## src/rtl/ram_stream_reader_pkg.sv

```systemverilog
// Shared types for the RAM stream reader: FSM state encoding and address wrap helper.
package ram_stream_reader_pkg;

    typedef enum logic {
        IDLE = 1'b0,
        RUN  = 1'b1
    } state_e;

    // Increment a word address modulo an arbitrary (non power-of-two) depth.
    function automatic int unsigned wrap_inc(input int unsigned addr, input int unsigned depth);
        return (addr + 1 >= depth) ? 0 : addr + 1;
    endfunction

endpackage

```

## src/rtl/ram_stream_reader.sv

```systemverilog
// Streams a run of words out of an async-read RAM as a valid/ready stream,
// one registered word per cycle, wrapping the read address at the RAM depth.
module ram_stream_reader
    import ram_stream_reader_pkg::*;
#(
    parameter int width_p = 8,
    parameter int depth_p = 8
) (
    input  logic                         clk_i,
    input  logic                         reset_i,
    input  logic                         cmd_valid_i,
    output logic                         cmd_ready_o,
    input  logic [$clog2(depth_p)-1:0]   cmd_addr_i,
    input  logic [$clog2(depth_p+1)-1:0] cmd_len_i,
    output logic [$clog2(depth_p)-1:0]   rd_addr_o,
    input  logic [width_p-1:0]           rd_data_i,
    output logic                         data_valid_o,
    input  logic                         data_ready_i,
    output logic [width_p-1:0]           data_o,
    output logic                         last_o,
    output logic                         done_o
);

    localparam int aw_lp = $clog2(depth_p);
    localparam int lw_lp = $clog2(depth_p + 1);

    state_e             state_q, state_d;
    logic [aw_lp-1:0]   addr_q,  addr_d;
    logic [lw_lp-1:0]   cnt_q,   cnt_d;
    logic [width_p-1:0] data_q,  data_d;
    logic               valid_q, valid_d;
    logic               last_q,  last_d;
    logic               done_q,  done_d;
    logic               load;
    logic               hs;

    // In IDLE the RAM is addressed straight from the command so the first
    // word can be registered on the accepting edge.
    assign rd_addr_o    = (state_q == IDLE) ? cmd_addr_i : addr_q;
    assign cmd_ready_o  = (state_q == IDLE);
    assign data_valid_o = valid_q;
    assign data_o       = data_q;
    assign last_o       = last_q;
    assign hs           = valid_q && data_ready_i;
    assign done_o       = done_q || (hs && last_q);
    assign load         = (state_q == RUN) && (cnt_q != '0) && (!valid_q || data_ready_i);

    always_comb begin
        state_d = state_q;
        addr_d  = addr_q;
        cnt_d   = cnt_q;
        data_d  = data_q;
        valid_d = valid_q;
        last_d  = last_q;
        done_d  = 1'b0;
        case (state_q)
            IDLE: begin
                if (cmd_valid_i) begin
                    if (cmd_len_i == '0) begin
                        done_d = 1'b1;
                    end else begin
                        state_d = RUN;
                        data_d  = rd_data_i;
                        valid_d = 1'b1;
                        last_d  = (cmd_len_i == lw_lp'(1));
                        addr_d  = aw_lp'(wrap_inc(int'(cmd_addr_i), depth_p));
                        cnt_d   = cmd_len_i - lw_lp'(1);
                    end
                end
            end
            RUN: begin
                if (load) begin
                    data_d  = rd_data_i;
                    valid_d = 1'b1;
                    last_d  = (cnt_q == lw_lp'(1));
                    addr_d  = aw_lp'(wrap_inc(int'(addr_q), depth_p));
                    cnt_d   = cnt_q - lw_lp'(1);
                end else if (hs) begin
                    // Nothing left to load, so this handshake is the last word.
                    state_d = IDLE;
                    valid_d = 1'b0;
                    last_d  = 1'b0;
                end
            end
            default: state_d = IDLE;
        endcase
    end

    always_ff @(posedge clk_i) begin
        if (!reset_i) begin
            state_q <= IDLE;
            addr_q  <= '0;
            cnt_q   <= '0;
            data_q  <= '0;
            valid_q <= 1'b0;
            last_q  <= 1'b0;
            done_q  <= 1'b0;
        end else begin
            state_q <= state_d;
            addr_q  <= addr_d;
            cnt_q   <= cnt_d;
            data_q  <= data_d;
            valid_q <= valid_d;
            last_q  <= last_d;
            done_q  <= done_d;
        end
    end

endmodule

```

## config.mk

```make
export PLATFORM = sky130hd
export DESIGN_NAME = ram_stream_reader
export DESIGN_NICKNAME = d
export VERILOG_FILES = /design/src/rtl/ram_stream_reader_pkg.sv /design/src/rtl/ram_stream_reader.sv
export SDC_FILE = /design/constraint.sdc
export NUM_CORES = 1
export LEC_CHECK = 0
export BUFFER_PORTS_ARGS = -buffer_cell sky130_fd_sc_hd__buf_2
export CORE_MARGIN = 2
export CORE_UTILIZATION = 50
export DETAILED_ROUTE_END_ITERATION = 10
export GPL_TIMING_DRIVEN = 0
export HOLD_SLACK_MARGIN = 0.08
export PLACE_DENSITY = 0.85
export SKIP_CTS_REPAIR_TIMING = 1
export SLEW_MARGIN = 20
export SYNTH_ARGS = -nofsm -noshare
export SYNTH_HDL_FRONTEND = slang
export SYNTH_SLANG_ARGS = --single-unit
export TNS_END_PERCENT = 20
```

## constraint.sdc

```tcl
create_clock -name clk_i -period 1.65 [get_ports clk_i]
set_input_delay 0.33 -clock clk_i [delete_from_list [all_inputs] [get_ports clk_i]]
set_output_delay 0.33 -clock clk_i [all_outputs]
set_load 0.01 [all_outputs]
```

# Yosys cells after proc, flatten, opt, wreduce, memory -nomap -nowiden
# Cells that the tools add are included.
# word_totals
output_inout_bits,15
regBits,19
# classes
addsub,4
muxes,30
bitwise_logic,3
eq_ne,6
order_cmp,2
n_reduce_logical,12
# op_table
op,count
$mux W8,3
$mux W3,6
$pmux W8 S2,1
$mux W1,12
$mux W4,3
$add A3 B1 Y4 const B,2
$eq A4 B1 Y1 const B,2
$ge A4 B4 Y1 const B,2
$pmux W4 S2,1
$sub A4 B1 Y4 const B,2
$pmux W1 S2,3
$pmux W3 S2,1
$reduce_and A3 Y1,2
$logic_and A1 B1 Y1,4
$logic_not A4 Y1,1
$ne A2 B2 Y1 const B,2
$reduce_bool A4 Y1,1
$ne A3 B1 Y1 const B,1
$not A1 Y1,3
$reduce_or A3 Y1,1
$logic_or A1 B1 Y1,2
$ne A2 B1 Y1 const B,1
$logic_not A1 Y1,1

# Longest topological paths before layout
# logic_depth
depth_word,6
ltp_mapped,7

# Worst setup path before layout
# Ideal clock, no wire load.
# synth_timing
path_kind,input port to flip-flop
startpoint,input cmd_len_i[0]
endpoint,"register valid_q, in the netlist data_valid_o"
t_required_ns,1.533
t_arrival_ns,1.348
slack_ns,0.185
path_stages,7
cell_sequence,inv_1 ha_1 nor4b_4 or2_4 buf_6 o21ai_1 a21oi_2
# synth_between
elab_chain_cells,3
# synth_lines
item,line,rtl
"start, declared",ram_stream_reader.sv:14,"input logic [$clog2(depth_p+1)-1:0] cmd_len_i,"
$logic_not A4 Y1,ram_stream_reader.sv:59,if (cmd_len_i == '0) begin
$ne A2 B2 Y1 (no line),-,
$reduce_and A3 Y1 (no line),-,
"end signal, assigned",ram_stream_reader.sv:103,valid_q <= valid_d;
"end, declared",ram_stream_reader.sv:31,"logic valid_q, valid_d;"
# Every way passes these cells.
# A chain may end at the register's enable or synchronous reset.

# Worst setup path in the final report
# layout_timing
startpoint,register state_q
endpoint,output rd_addr_o[1]
# layout_between
elab_chain_cells,1
# layout_lines
item,line,rtl
"start, declared",ram_stream_reader.sv:27,"state_e state_q, state_d;"
"start signal, assigned",ram_stream_reader.sv:99,state_q <= state_d;
$mux W3,ram_stream_reader.sv:39,assign rd_addr_o = (state_q == IDLE) ? cmd_addr_i : addr_q;
"end, declared",ram_stream_reader.sv:15,"output logic [$clog2(depth_p)-1:0] rd_addr_o,"
# Every way passes these cells.

==> results.cfg <==
[place]
place_hpwl_um = 2150
routabilityCongestion = 0.860
io_buffers = 32
pre_cts_ws_ns = -0.0714

[clocking]
clk_path_buf_depth = 2
clock_sinks = 19
cts.clk_slew.worst_paths_ns = 0.12
clock_latency_ns = 0.30
h-tree-depth = 1
cts_made_buffers = 3
cts_tree = built
root_buffer = clkbuf_4

[timing]
min_period_ns = 1.69
hold_violations = 0
slew_violations = 0
fin_skew_ns = 0.00155
setup_violations = 2
tightest_slew_ns = 0.467
rsz0062_at_grt = yes
slew_headroom_pct = 68.9
fin_ws_ns = -0.0380
post-route-period-util_pct = 102
timing.fmax_mhz = 592

[pwr]
power_density_nw_per_um2 = 849
ir_worst_vdd_mv = 0.519
power.leakage_uw = 0.000679

[final_layout]
seqCellArea_sq_um = 385
multi_input_area_sq_um = 701
antenna_cells = 0
drive_above_1_share_pct = 40.0
post-route-util_pct = 69.3
fin_nets = 206
syn_to_final_growth_pct = 31.7
fillers = 183

[floorplan]
dieArea_sq_um = 2710
row_count = 17
start_util_pct = 52.7
die_y_um = 52.0
io-pin-count = 34
die_w_um = 52.0
core_area_sq_um = 2190

[detailed_routing]
route.detailed.drc = 0
num_vias = 1201
drt-pass1-iter-count = 4
antenna_left = 0
wl_per_cell_um = 15.3
first_iter_violations = 21
viasPerCell = 5.77
drt_wl_total_um = 3180

[worst_setup_path]
critical_path_required_ns = 1.32
worst-setup-path-type = flip-flop to output pin
critPathMaxFanout = 5
crit_path_start_kind = flip-flop
critPathSlowestCell = dfxtp_4
path_delay_family = flip-flops
crit_arrival_ns = 1.36
path_buf_inv = 3
endpoint_kind = output pin
crit_path_max_incr_delay_ns = 0.39
path_cells = buf_8, buf_8, mux2_4, buf_6
crit_top_cell = buf_8

[job]
maxCapViolCount = 0

[logic_synthesis]
synthesis.nets = 160
synth_area_per_cell_sq_um = 8.55
synth_edf_count = 0
async_flop_share_pct = 0
synth_ff_type = dfxtp_1
ys_seq_area_share_pct = 33.0
netlist_area_sq_um = 1150
yosys.area.top_type = dfxtp_1
yosys.cell_count.top_type = dfxtp_1
syn_inst = 135
ys_ff_latch = 19
synth_top_area_share_pct = 33.0
synth_area_leaders = dfxtp_1, nand3_1, ha_1, o21ai_2, a21oi_1
synth_common_cells = dfxtp_1, nand3_1, a21oi_1, inv_1, o21ai_2
ys_warn_count = 0
yosysUniqueCellTypes = 42

[grt]
grt_max_degree = 12
grt.total_usage_pct = 23.9
grt_pass1_vias = 1105
gr-total-overflow = 0
grt_pass1_wl_um = 4900
antenna_found_initial = 0

[status]
violations = setup timing
status = complete, but fails checks

[worst_hold_path]
hold_path.class = input port to flip-flop
-- worst paths after layout --
kind	start	slack, ns	to	depth (start not counted)
worst max-delay path	state_q	-0.04	rd_addr_o[1]	4
worst min-delay path	rd_data_i[2]	0.26	data_o[2]	3
worst min register to register	data_o[2]	0.47	data_o[2]	2
worst max register to register	cnt_q[1]	0.08	addr_q[0]	7
-- layout by cell type (no fill, tap or decap), drive strengths merged --
master,synthesis,layout
a311oi,2,2
xnor2,2,2
nor4,1,1
a211oi,1,1
nand3,16,16
inv,9,9
nand2,7,7
mux2,2,2
nand2b,2,2
nor2,6,6
o21ai,17,17
clkbuf,2,7
nor3,3,3
mux2i,1,1
nand4bb,1,1
a31oi,3,3
a41o,1,1
buf,6,45
a41oi,1,1
a211o,1,1
nor4b,2,2
and2b,1,1
a21boi,1,1
o221a,1,1
a21oi,14,14
a22o,1,1
ha,6,6
clkinv,0,1
nand3b,1,1
dfxtp,19,19
a31o,2,2
o21a,2,2
or2,1,1
-- flip-flops by register name (all words and copies together) (netlist names) --
name / flops
data_valid_o: 1
done_q: 1
data_o: 8
cnt_q: 4
state_q: 1
addr_q: 3
last_o: 1
-- per-stage QoR --
step	hold slack (ns)	instance area, sq um	TNS, ns	total power (uW)	cells
after floorplan	0.407	1150	0	841	135
after global placement	0.447	1350	-0.220	951	195
after CTS	0.260	1380	-0.970	1210	199
final	0.262	1520	-0.0736	1290	208
after global routing	0.253	1520	-0.309	1370	208
after detailed placement	0.457	1350	-0.681	968	195
-- layer usage --
layer  global-route usage (%)  part of all wire (%)  vias to the layer above
met5                        0                     0                        -
met4                     11.0                   2.8                        0
met3                     3.74                   6.0                        8
met2                     38.8                    52                       56
met1                     30.8                    39                      555
li1                         -                     -                      582
-- tightest hold or removal path: stages --
cell,delay [ns]
buf_2,0.09
nand3_1,0.05
a21oi_1,0.05
-- area by class of cell --
type                       count  area share (%)
multi-input combinational     99            46.1
sequential                    19            25.4
clock buffer                   3            1.48
inverter                       9            2.22
tap                           28            2.31
buffer                         8            4.94
timing repair buffer          41            17.2
clock inverter                 1           0.329
-- report_power, final --
group	switching, uW	internal (uW)
Sequential	47.4	512
Clock	161	90.4
Combinational	249	230
Total	457	832
-- cell families after synthesis --
logic type                 after synthesis  share of synthesized area (%)
buffers and inverters                   17                           7.59
adders and majority gates                6                           6.51
muxes                                    3                           2.82
DFF                                     19                           33.0
xor gates and xnor gates                 2                           1.52
and+or+nand+nor                         41                           20.8
AOI/OAI and AO/OA                       47                           27.8
Power figures use the tool's default switching activity.
